<file path="src/rtl/lab_b_pkg.sv">
// ============================================================================
// Module : lab_b_pkg
// Brief  : Opcodes, state encodings, ALU selects and instruction field positions
// Rev    : 1.0
// ============================================================================
`default_nettype none

package lab_b_pkg;

    typedef logic [3:0] state_t;
    typedef logic [3:0] opcode_t;
    typedef logic [2:0] alu_sel_t;

    localparam opcode_t OP_NOOP  = 4'h0;
    localparam opcode_t OP_STORE = 4'h1;
    localparam opcode_t OP_LOAD  = 4'h2;
    localparam opcode_t OP_ADD   = 4'h3;
    localparam opcode_t OP_SUB   = 4'h4;
    localparam opcode_t OP_HALT  = 4'h5;

    localparam state_t S_INIT   = 4'd0;
    localparam state_t S_FETCH  = 4'd1;
    localparam state_t S_DECODE = 4'd2;
    localparam state_t S_LOAD_A = 4'd3;
    localparam state_t S_LOAD_B = 4'd4;
    localparam state_t S_STORE  = 4'd5;
    localparam state_t S_ADD    = 4'd6;
    localparam state_t S_SUB    = 4'd7;
    localparam state_t S_HALT   = 4'd8;

    localparam alu_sel_t ALU_PASS = 3'd0;
    localparam alu_sel_t ALU_ADD  = 3'd1;
    localparam alu_sel_t ALU_SUB  = 3'd2;

    // LSB positions of the 4-bit opcode/register fields and the 8-bit address fields
    localparam int F_OP_LSB     = 12;
    localparam int F_RA_LSB     = 8;
    localparam int F_RB_LSB     = 4;
    localparam int F_RW_LSB     = 0;
    localparam int F_LDADDR_LSB = 4;
    localparam int F_STADDR_LSB = 0;

endpackage

`default_nettype wire

</file>
<file path="src/rtl/ir_reg.sv">
// ============================================================================
// Module : ir_reg
// Brief  : Load-enabled instruction register with asynchronous clear
// Rev    : 1.0
// ============================================================================
`default_nettype none

module ir_reg #(
    parameter int IW = 16
) (
    input  logic          Clock,
    input  logic          Reset,
    input  logic          IR_ld,
    input  logic [IW-1:0] Instr,
    output logic [IW-1:0] IR
);

    logic [IW-1:0] r_ir;

    always_ff @(posedge Clock or posedge Reset) begin
        if (Reset) begin
            r_ir <= '0;
        end else if (IR_ld) begin
            r_ir <= Instr;
        end
    end

    assign IR = r_ir;

endmodule

`default_nettype wire

</file>
<file path="src/rtl/control_unit.sv">
// ============================================================================
// Module : control_unit
// Brief  : Fetch/decode/execute sequencer for the Lab B datapath (Moore outputs)
// Rev    : 1.0
// ============================================================================
`default_nettype none

module control_unit
    import lab_b_pkg::*;
#(
    parameter int IW              = 16,
    parameter int DAW             = 8,
    parameter int RAW             = 4,
    parameter bit HALT_ON_ILLEGAL = 1'b0
) (
    input  logic           Clock,
    input  logic           Reset,
    input  logic [IW-1:0]  Instr,
    output logic           PC_clr,
    output logic           PC_up,
    output logic [IW-1:0]  IR,
    output logic [DAW-1:0] D_addr,
    output logic           D_wr,
    output logic           RF_s,
    output logic [RAW-1:0] RF_W_addr,
    output logic           RF_W_en,
    output logic [RAW-1:0] RF_Ra_addr,
    output logic [RAW-1:0] RF_Rb_addr,
    output logic [2:0]     ALU_s0,
    output logic [3:0]     State
);

    state_t  r_state;
    state_t  w_next;
    logic    w_ir_ld;
    opcode_t w_opcode;

    assign w_opcode = IR[F_OP_LSB +: 4];

    ir_reg #(
        .IW (IW)
    ) u_ir_reg (
        .Clock (Clock),
        .Reset (Reset),
        .IR_ld (w_ir_ld),
        .Instr (Instr),
        .IR    (IR)
    );

    always_ff @(posedge Clock or posedge Reset) begin
        if (Reset) begin
            r_state <= S_INIT;
        end else begin
            r_state <= w_next;
        end
    end

    always_comb begin
        w_next = r_state;
        case (r_state)
            S_INIT:   w_next = S_FETCH;
            S_FETCH:  w_next = S_DECODE;
            S_DECODE: begin
                case (w_opcode)
                    OP_NOOP:  w_next = S_FETCH;
                    OP_STORE: w_next = S_STORE;
                    OP_LOAD:  w_next = S_LOAD_A;
                    OP_ADD:   w_next = S_ADD;
                    OP_SUB:   w_next = S_SUB;
                    OP_HALT:  w_next = S_HALT;
                    default:  w_next = HALT_ON_ILLEGAL ? S_HALT : S_FETCH;
                endcase
            end
            S_LOAD_A: w_next = S_LOAD_B;
            S_LOAD_B: w_next = S_FETCH;
            S_STORE:  w_next = S_FETCH;
            S_ADD:    w_next = S_FETCH;
            S_SUB:    w_next = S_FETCH;
            S_HALT:   w_next = S_HALT;
            default:  w_next = S_INIT;
        endcase
    end

    // Outputs depend only on state and IR, so async reset clears them immediately
    always_comb begin
        PC_clr     = 1'b0;
        PC_up      = 1'b0;
        w_ir_ld    = 1'b0;
        D_addr     = '0;
        D_wr       = 1'b0;
        RF_s       = 1'b0;
        RF_W_addr  = '0;
        RF_W_en    = 1'b0;
        RF_Ra_addr = '0;
        RF_Rb_addr = '0;
        ALU_s0     = ALU_PASS;
        case (r_state)
            S_INIT: PC_clr = 1'b1;
            S_FETCH: begin
                w_ir_ld = 1'b1;
                PC_up   = 1'b1;
            end
            S_LOAD_A, S_LOAD_B: begin
                D_addr    = DAW'(IR[F_LDADDR_LSB +: 8]);
                RF_s      = 1'b1;
                RF_W_addr = RAW'(IR[F_RW_LSB +: 4]);
                RF_W_en   = (r_state == S_LOAD_B);
            end
            S_STORE: begin
                D_addr     = DAW'(IR[F_STADDR_LSB +: 8]);
                RF_Ra_addr = RAW'(IR[F_RA_LSB +: 4]);
                D_wr       = 1'b1;
            end
            S_ADD, S_SUB: begin
                RF_Ra_addr = RAW'(IR[F_RA_LSB +: 4]);
                RF_Rb_addr = RAW'(IR[F_RB_LSB +: 4]);
                ALU_s0     = (r_state == S_ADD) ? ALU_ADD : ALU_SUB;
                RF_W_addr  = RAW'(IR[F_RW_LSB +: 4]);
                RF_W_en    = 1'b1;
            end
            default: ;
        endcase
    end

    assign State = r_state;

endmodule

`default_nettype wire
</file>
<file path="config.mk">
export PLATFORM = sky130hd
export DESIGN_NAME = control_unit
export DESIGN_NICKNAME = d
export VERILOG_FILES = /design/src/rtl/lab_b_pkg.sv /design/src/rtl/ir_reg.sv /design/src/rtl/control_unit.sv
export SDC_FILE = /design/constraint.sdc
export NUM_CORES = 1
export LEC_CHECK = 0
export BUFFER_PORTS_ARGS = -buffer_cell sky130_fd_sc_hd__buf_2
export CAP_MARGIN = 20
export CELL_PAD_IN_SITES_DETAIL_PLACEMENT = 2
export CELL_PAD_IN_SITES_GLOBAL_PLACEMENT = 2
export CORE_MARGIN = 2
export CORE_UTILIZATION = 27
export CTS_BUF_LIST = sky130_fd_sc_hd__clkbuf_4
export DETAILED_ROUTE_END_ITERATION = 10
export PLACE_DENSITY_LB_ADDON = 0.1
export SETUP_SLACK_MARGIN = 0.3
export SLEW_MARGIN = 10
export SYNTH_ARGS = -nofsm -noshare
export SYNTH_HDL_FRONTEND = slang
export SYNTH_SLANG_ARGS = --single-unit
export TNS_END_PERCENT = 10
</file>
<file path="constraint.sdc">
create_clock -name Clock -period 4.9 [get_ports Clock]
set_clock_uncertainty 0.2 [all_clocks]
set_input_delay 0.735 -clock Clock [delete_from_list [all_inputs] [get_ports Clock]]
set_output_delay 0.735 -clock Clock [all_outputs]
set_load 0.02 [all_outputs]
</file>
Word level (Yosys, flattened, before mapping)
Cells that the tools add are included. W data, S select, Z words.

Bits in registers: 20. Input port bits: 18. Output and inout bits: 48. Word-level logic and storage cells: 34.

Equal/unequal tests: 13. Multiplexer cells: 13. Reductions and logical operators: 6.

Operator list (count): $pmux W4 S5 (2); $eq A4 B3 Y1 const B (6); $eq A4 B2 Y1 const B (4); $pmux W8 S2 (1); $mux W4 (3); $eq A4 B1 Y1 const B (2); $reduce_or A5 Y1 (1); $eq A4 B4 Y1 const B (1); $logic_not A4 Y1 (1); $mux W1 (4); $mux W2 (2); $reduce_or A2 Y1 (2); $reduce_or A4 Y1 (1); $reduce_or A3 Y1 (1); $pmux W1 S2 (1).

Depth between registers and ports, before layout
Gate-level depths: netlist of run 1.

Depth after elaboration: 3. Depth in mapped cells: 5. Mapped depth without buffers: 3.

Cells and area by module
Synthesis of run 1 repeated with hierarchy kept, for this count alone.

Cells, all modules: 97. Area total of the unflattened synthesis: 1166.1 µm².

By module, submodules not included: ir_reg (times used 1, cells an instance 35, area each 653.1 µm², sequential area each 400.4 µm²); control_unit (times used 1, cells an instance 62, area each 513.0 µm², sequential area each 100.1 µm²).

Worst setup path after synthesis of run 1
No wires, ideal clock.

Path kind: flip-flop to output port. Start: register r_state[3] (netlist: State[3]). End: output port D_addr[0]. Data arrival time: 1.709 ns. Required time: 3.965 ns. Path slack: 2.256 ns. Cell stages (with the launch flop): 5. Path buffers: 1. Cell sequence: dfrtp_1 > buf_2 > nand2b_1 > nor2_1 > a22o_1.

Cells in the longest elaborated chain, start to end: 3. Elaborated cells between the ends (all ways): 5. Those cells by class: eq/ne: 3; mux: 1; reduce/logical: 1.

Ends and longest elaborated chain: start, declared (line control_unit.sv:33) `state_t r_state;`; start signal, assigned (line control_unit.sv:54) `r_state <= w_next;`; $eq A4 B3 Y1 / $eq A4 B2 Y1 (equally long branches) (line control_unit.sv:97) `case (r_state)`; $reduce_or A2 Y1 (line control_unit.sv:97); $pmux W8 S2 * (line control_unit.sv:97); end, declared (line control_unit.sv:22) `output logic [DAW-1:0] D_addr,`.

Every way passes the cells marked *; elsewhere a longest branch is shown, timed or not.

Worst setup path in the final report of run 1
Start: register r_state[2] (netlist: State[2]). End: output port D_addr[7].

Same word-level chain as after synthesis.

==> results of run 1 <==
metal layers:
layer | routed length (um) | vias to the layer above
met4 | 38 | 0
met1 | 1560 | 502
met2 | 1670 | 33
met5 | 0 | -
met3 | 134 | 4
li1 | - | 479
synth_stat cells:
cell / instances / area share
sky130_fd_sc_hd__dfrtp_1: 20 / 0.45
sky130_fd_sc_hd__mux2_2: 16 / 0.16
sky130_fd_sc_hd__a22o_1: 8 / 0.063
sky130_fd_sc_hd__and2_1: 8 / 0.045
sky130_fd_sc_hd__and3_1: 5 / 0.028
sky130_fd_sc_hd__nor2_1: 4 / 0.013
sky130_fd_sc_hd__nor2b_1: 4 / 0.022
sky130_fd_sc_hd__a21oi_1: 3 / 0.013
sky130_fd_sc_hd__inv_1: 3 / 0.010
sky130_fd_sc_hd__nand2_1: 3 / 0.010
sky130_fd_sc_hd__buf_2: 2 / 0.0090
sky130_fd_sc_hd__buf_6: 2 / 0.020
sky130_fd_sc_hd__nand2b_1: 2 / 0.011
sky130_fd_sc_hd__nor3b_1: 2 / 0.013
sky130_fd_sc_hd__nor4bb_1: 2 / 0.018
sky130_fd_sc_hd__a211oi_1: 1 / 0.0067
sky130_fd_sc_hd__a221oi_1: 1 / 0.0078
sky130_fd_sc_hd__buf_4: 1 / 0.0067
sky130_fd_sc_hd__clkbuf_1: 1 / 0.0034
sky130_fd_sc_hd__conb_1: 1 / 0.0034
sky130_fd_sc_hd__nand2b_4: 1 / 0.012
sky130_fd_sc_hd__nand4bb_1: 1 / 0.010
sky130_fd_sc_hd__nor3_1: 1 / 0.0045
sky130_fd_sc_hd__nor3_4: 1 / 0.015
sky130_fd_sc_hd__nor4_1: 1 / 0.0056
sky130_fd_sc_hd__o21ai_0: 1 / 0.0045
sky130_fd_sc_hd__o31ai_1: 1 / 0.0067
sky130_fd_sc_hd__o31ai_4: 1 / 0.019
sky130_fd_sc_hd__xor2_1: 1 / 0.0078
metrics by stage:
step / setup slack (ps) / instance area (um2) / std cells
6_report: 1790 / 1480 / 210
5_1_grt: 1600 / 1480 / 210
4_1_cts: 1750 / 1480 / 210
3_5_place_dp: 2120 / 1460 / 206
3_3_place_gp: 2180 / 1460 / 206
2_1_floorplan: 2260 / 1120 / 98
worst max path at each step:
| stage | startpoint | endpoint | cells after the start | slack, ps |
|---|---|---|---|---|
| finish | State[2] | D_addr[7] | 4 | 1790 |
| floorplan | State[3] | D_addr[0] | 4 | 2260 |
| global placement | State[2] | D_addr[7] | 4 | 2180 |
| CTS | State[2] | D_addr[7] | 4 | 1750 |
| global route | State[2] | D_addr[7] | 4 | 1600 |
| detailed placement | State[2] | D_addr[7] | 4 | 2120 |
cells by family (layout without fill, tap and decap cells):
group	Yosys count	count (layout)	share of synthesized area
other cells	1	1	0.00336
compound gates	16	16	0.121
buf+inv	9	71	0.0493
simple gates	35	35	0.209
mux	16	16	0.161
xor+xnor	1	1	0.00785
flops	20	20	0.448
power by group:
group	internal [mW]	switching [mW]	total, mW
registers	0.246	0.128	0.374
clock network	0.0297	0.0534	0.0831
logic	0.289	0.399	0.688
layout by cell type (no fill, tap or decap):
master                      Yosys  routed
sky130_fd_sc_hd__buf_2          2      64
sky130_fd_sc_hd__dfrtp_1       20      20
sky130_fd_sc_hd__mux2_2        16      16
sky130_fd_sc_hd__a22o_1         8       8
sky130_fd_sc_hd__and2_1         8       8
sky130_fd_sc_hd__and3_1         5       5
sky130_fd_sc_hd__nor2_1         4       4
sky130_fd_sc_hd__nor2b_1        4       4
sky130_fd_sc_hd__nand2_1        3       3
sky130_fd_sc_hd__a21oi_1        3       3
sky130_fd_sc_hd__inv_1          3       3
sky130_fd_sc_hd__clkbuf_4       0       3
sky130_fd_sc_hd__nand2b_1       2       2
sky130_fd_sc_hd__nor4bb_1       2       2
sky130_fd_sc_hd__nor3b_1        2       2
sky130_fd_sc_hd__nand2b_4       1       1
sky130_fd_sc_hd__nor3_4         1       1
sky130_fd_sc_hd__nand4bb_1      1       1
sky130_fd_sc_hd__o31ai_4        1       1
sky130_fd_sc_hd__nor4_1         1       1
sky130_fd_sc_hd__nor3_1         1       1
sky130_fd_sc_hd__o31ai_1        1       1
sky130_fd_sc_hd__xor2_1         1       1
sky130_fd_sc_hd__a221oi_1       1       1
sky130_fd_sc_hd__o21ai_0        1       1
sky130_fd_sc_hd__a211oi_1       1       1
sky130_fd_sc_hd__conb_1         1       1
sky130_fd_sc_hd__clkinv_1       0       1
registers in the layout (all words and copies together), names as in the netlist:
| register | count |
|---|---|
| State | 4 |
| u_ir_reg.IR | 16 |
cell type report:
type                       count  area (um2)  share of cell area
timing repair buffer          64         320               0.216
multi-input combinational     69         561               0.378
clock inverter                 1        3.75             0.00253
tap                           50        62.6              0.0422
clock buffer                   3        22.5              0.0152
sequential                    20         500               0.338
inverter                       3        11.3             0.00760
==> summary.txt, run 1 <==
Timing
  • Final cycle utilization of the critical path: 0.635
  • Final number of setup-violating endpoints: 0
  • Slew HR: 0.467
  • Number of hold violations in the final report: 0
  • Crit path time final: 3110 ps
  • Final-layout setup total negative slack: 0 ps
  • Pins over their slew limit: 0
  • Setup repair after global routing missed its margin: false
  • Worst hold slack: 350 ps
  • Slew of the pin with the lowest slew margin: 797 ps
  • Maximum operating frequency: 322 MHz

Setup path
  • Critical path buffers and inverters: 1
  • Cell-by-cell listing of the critical path: nand2b_1 -> nor2_1 -> a22o_1 -> buf_2
  • Slowest stage delay, CP: 700 ps
  • Worst EP required: 3960 ps
  • Crit path launch type: flop
  • Largest fanout on the critical path: 16
  • RR Startpoint: State[1]
  • Arr. time, crit path: 2170 ps
  • End of the worst register-to-register path: u_ir_reg.IR[15]
  • Register-to-Register Setup Slack: 2820 ps
  • Type of the worst setup path: flop to primary output
  • Crit path capture type: primary output
  • Register-to-Register Path Depth: 3
  • Standard cell with the maximum stage delay on the critical path: sky130_fd_sc_hd__dfrtp_1
  • Largest delay share family, worst path: simple AND/OR/NAND/NOR gates

Finish
  • Filler instances: 458
  • Post-synthesis to final-layout area growth: 32.7%
  • Count of inserted antenna diode cells: 0
  • Fraction of layout instances using a drive strength above 1: 0.538
  • Utilization of the core after routing: 0.370
  • Net count reported at finish: 179

Drt
  • Vias: 1018
  • Overall routed net length: 3400 um
  • Antenna-violating nets left: 0
  • Routed len/inst: 16.2 um
  • DRC violations left: 0
  • Number of iterations in the first detailed-routing pass: 4
  • Via/cell ratio: 4.85
  • Number of DRC violations after detailed-routing iteration 0: 33

Yosys
  • Synthesized netlist net count: 116
  • Mapped cell area: 1120 um2
  • Number of synthesized register bits: 20
  • Gate count of the mapped netlist: 98
  • Average footprint of a synthesized cell: 11.4 um2
  • Distinct cells, synth: 29
  • Portion of the post-synthesis area used by sequential elements: 0.448
  • Number of warnings issued by yosys: 0

GRT
  • Global-route wire length before repair: 5180 um
  • Global-route track usage on met1: 0.208
  • Vias in the first global route: 1032
  • Global Route met3 Usage: 0.0148
  • Global routing usage on met2: 0.242
  • GRT Residual Overflow: 0
  • Antenna violations before repair: 0
  • Overall fraction of global-route tracks in use: 0.151
  • Most used routing layer in global routing: met2
  • Largest net degree at the start of global routing: 21

Floorplan
  • IO Count: 66
  • Horizontal extent of the die: 68.3 um
  • Overall die area: 4660 um2
  • Height of the die: 68.3 um
  • Core footprint: 4000 um2
  • # rows: 23
  • Initial Util: 0.279

Clocking
  • Setup repair bufs after CTS: 0
  • CTS clk-pin slew, worst paths: 120 ps
  • Clock tree sinks: 20
  • CTS tree: yes
  • Later-pin clock latency in the skew report: 300 ps
  • Num CTS Buffers: 3
  • Cell at the root of the clock tree: sky130_fd_sc_hd__clkbuf_4
  • Total number of H-tree levels: 1
  • Post-cts repair resize count: 0
  • Count of hold buffers inserted by post-cts repair: 0
  • Clock tree buffer depth: 2

Power
  • Maximum ir drop on the vdd rail: 0.251 mV
  • Ratio of total power to cell area: 773 nW/um2
  • Lkg Pwr: 0.768 nW
  • Power Total: 1.14 mW

Placement
  • Final RePlAce weighted congestion: 0.661
  • Count of port buffers added during placement: 64
  • Estimated wirelength of the detail-placed design: 2540 um

Status
  • Outcome: finished clean

Min path
  • Classification of the worst-slack hold path: input port to async pin

Flow run
  • Number of max-cap violations: 0
(Power assumes the default switching activity.)
==> run 2: changes to the inputs <==
--- a/config.mk
+++ b/config.mk
@@ -10,7 +10,7 @@
 export CELL_PAD_IN_SITES_DETAIL_PLACEMENT = 2
 export CELL_PAD_IN_SITES_GLOBAL_PLACEMENT = 2
 export CORE_MARGIN = 2
-export CORE_UTILIZATION = 27
+export CORE_UTILIZATION = 23
 export CTS_BUF_LIST = sky130_fd_sc_hd__clkbuf_4
 export DETAILED_ROUTE_END_ITERATION = 10
 export PLACE_DENSITY_LB_ADDON = 0.1
==> constraint.sdc (replaced) <==
create_clock -name Clock -period 2.7 [get_ports Clock]
set_clock_uncertainty 0.2 [all_clocks]
set_input_delay 0.405 -clock Clock [delete_from_list [all_inputs] [get_ports Clock]]
set_output_delay 0.405 -clock Clock [all_outputs]
set_load 0.02 [all_outputs]
==> summary.txt, run 2 (synthesis gave the netlist of run 1 again) <==
Finish
  • Number of standard cells in the layout, taps in and fillers out: 227 (+8.1%)
  • Post-synthesis to final-layout area growth: 44.4%
  • Leading cell types in the layout, fill and taps excluded: 64 x sky130_fd_sc_hd__buf_2, 16 x sky130_fd_sc_hd__mux2_2, 16 x sky130_fd_sc_hd__dfrtp_1
  • Fraction of layout instances using a drive strength above 1: 0.607 (+0.0694)
  • Most frequent standard cell in the layout excluding fill and tap cells: sky130_fd_sc_hd__buf_2
  • Count of inserted antenna diode cells: 0 (unchanged)
  • Net count reported at finish: 192 (+7.3%)
  • Final design area excluding fillers: 1610 um2 (+8.8%)
  • Max FFs per register: 16 (unchanged)
  • Filler instances: 543 (+19%)

Power
  • Net switching power: 1.12 mW (+93%)
  • Lkg Pwr: 0.833 nW (+8.4%)
  • Power share of the clock group: 0.067 (-0.006)
  • Combinational share of power: 0.645 (+0.044)
  • Internal power component: 1.17 mW (+110%)
  • Maximum ir drop on the vdd rail: 0.363 mV (+45%)
  • Register share of total power: 0.288 (-0.038)
  • Switching portion of total power: 0.490 (-0.0175)
  • Ratio of total power to cell area: 1420 nW/um2 (+83%)

Drt
  • Routed len/inst: 17.5 um (+7.9%)
  • DRC violations left: 0 (unchanged)
  • Overall routed net length: 3970 um (+17%)
  • Number of iterations in the first detailed-routing pass: 2 (-2)
  • Vias: 1071 (+5.2%)
  • Via/cell ratio: 4.72 (-2.7%)
  • Antenna-violating nets left: 0 (unchanged)
  • Number of DRC violations after detailed-routing iteration 0: 48 (+45%)

GRT
  • Global-route wire length before repair: 6240 um (+21%)
  • Antenna violations before repair: 0 (unchanged)
  • Vias in the first global route: 1125 (+9.0%)
  • Largest net degree at the start of global routing: 21 (unchanged)
  • Overall fraction of global-route tracks in use: 0.152 (+0.00125)
  • GRT Residual Overflow: 0 (unchanged)

Flow run
  • Number of max-cap violations: 0 (unchanged)

Floorplan
  • Overall die area: 5430 um2 (+16%)
  • Horizontal extent of the die: 73.7 um (+7.9%)
  • Height of the die: 73.7 um (+7.9%)
  • # rows: 25 (+8.7%)
  • Initial Util: 0.238 (-0.0411)
  • Core footprint: 4690 um2 (+17%)
  • IO Count: 66 (unchanged)

Timing
  • Slew HR: 0.465 (-0.00188)
  • Final number of setup-violating endpoints: 0 (unchanged)
  • Number of hold violations in the final report: 0 (unchanged)
  • Final setup margin: 399 ps (-1390 ps)
  • Slew of the pin with the lowest slew margin: 801 ps (+4.52 ps)
  • Setup repair after global routing missed its margin: true
  • Maximum operating frequency: 435 MHz
  • Final cycle utilization of the critical path: 0.852
  • Crit path time final: 2300 ps
  • Final-layout setup total negative slack: 0 ps (unchanged)
  • Pins over their slew limit: 0 (unchanged)

Clocking
  • Later-pin clock latency in the skew report: 300 ps (about the same)
  • CTS tree: yes
  • CTS clk-pin slew, worst paths: 130 ps (about the same)
  • Count of hold buffers inserted by post-cts repair: 0 (unchanged)
  • Clock tree buffer depth: 2 (unchanged)
  • Num CTS Buffers: 3 (unchanged)
  • Cell at the root of the clock tree: sky130_fd_sc_hd__clkbuf_4
  • Clock tree sinks: 20 (unchanged)
  • Total number of H-tree levels: 1 (unchanged)

Placement
  • Post-placement cell count: 212 (+2.9%)
  • Estimated wirelength of the detail-placed design: 2940 um (+16%)
  • Area after detailed placement: 1480 um2 (+1.4%)
  • Final RePlAce weighted congestion: 0.690 (+4.4%)
  • Post-Place Setup Slack: 374 ps (-1740 ps)
  • Count of port buffers added during placement: 64 (unchanged)

Setup path
  • Largest fanout on the critical path: 9 (-7)
  • Cell-by-cell listing of the critical path: nand4bb_1 -> o31ai_4 -> buf_12 -> a22o_1 -> buf_2
  • Slowest stage delay, CP: 500 ps (-200 ps)
  • Standard cell with the maximum stage delay on the critical path: sky130_fd_sc_hd__dfrtp_2
  • Crit path launch type: flop
  • Arr. time, crit path: 1700 ps (-470 ps)
  • Crit path capture type: primary output
  • Type of the worst setup path: flop to primary output
  • Worst EP required: 2100 ps (-1860 ps)

Min path
  • Classification of the worst-slack hold path: input port to async pin

Status
  • Outcome: finished clean
==> run 2: changes by cell type in the layout (fill, tap and decap cells not counted), sizes merged <==
| cell | previous run | this run |
|---|---|---|
| buf | 64 | 77 |
==> run 2: worst paths after layout <==
kind                       slack, ps           start               to  depth (start not counted)
max                              400        State[3]        D_addr[0]                          5
min                               30           Reset  u_ir_reg.IR[11]                          2
max reg2reg                      620        State[1]   u_ir_reg.IR[9]                          5
min reg2reg                      390  u_ir_reg.IR[2]   u_ir_reg.IR[2]                          1
max in group asynchronous       1730           Reset         State[3]                          2
min in group Clock               120       Instr[11]  u_ir_reg.IR[11]                          2
==> run 2: worst max-delay path: cells and delay by family (launching register included) <==
family | cells | cell delay (ps)
flip-flops | 1 | 500
AND/OR/NAND/NOR | 1 | 300
buffers and inverters | 2 | 320
AO/OA/AOI/OAI | 2 | 270
==> run 2: per-stage QoR <==
step                power (mW)  utilization  hold WS (ps)
floorplan                 1.54            -           169
global placement          1.96        0.314           345
detailed placement        1.99        0.314           361
CTS                       2.26        0.335          75.2
global route              2.46        0.343          88.5
finish                    2.28        0.343          25.8
==> run 2: power by group through the flow <==
stage                     sequential, mW  clock, mW  combinational, mW
after CTS                          0.667      0.168               1.42
final                              0.658      0.154               1.47
after detailed placement           0.702          0               1.29
after global routing               0.705      0.175               1.58
after global placement             0.691          0               1.27
after floorplan                    0.770          0              0.771
==> run 2: per-layer routing <==
layer,part of all wire,track usage,vias up,routed length [um]
met5,0,0,-,0
met2,0.52,0.259,27,2050
met3,0.033,0.0247,2,131
met4,0.0061,0.0303,0,24
li1,-,-,502,-
met1,0.44,0.203,540,1760
==> run 2: what timing repair did <==
action,CTS,global route
pin swaps,1,1
buffers inserted,6,5
gates resized for setup,6,1
setup endpoints to repair,24,16
==> run 2: final cells by class <==
class / instances / area [um2] / area share
Clock buffer: 3 / 22.5 / 0.0140
Clock inverter: 1 / 3.75 / 0.00233
Inverter: 3 / 11.3 / 0.00699
Multi-Input combinational cell: 69 / 571 / 0.354
Sequential cell: 20 / 505 / 0.314
Tap cell: 54 / 67.6 / 0.0419
Timing Repair Buffer: 77 / 430 / 0.267
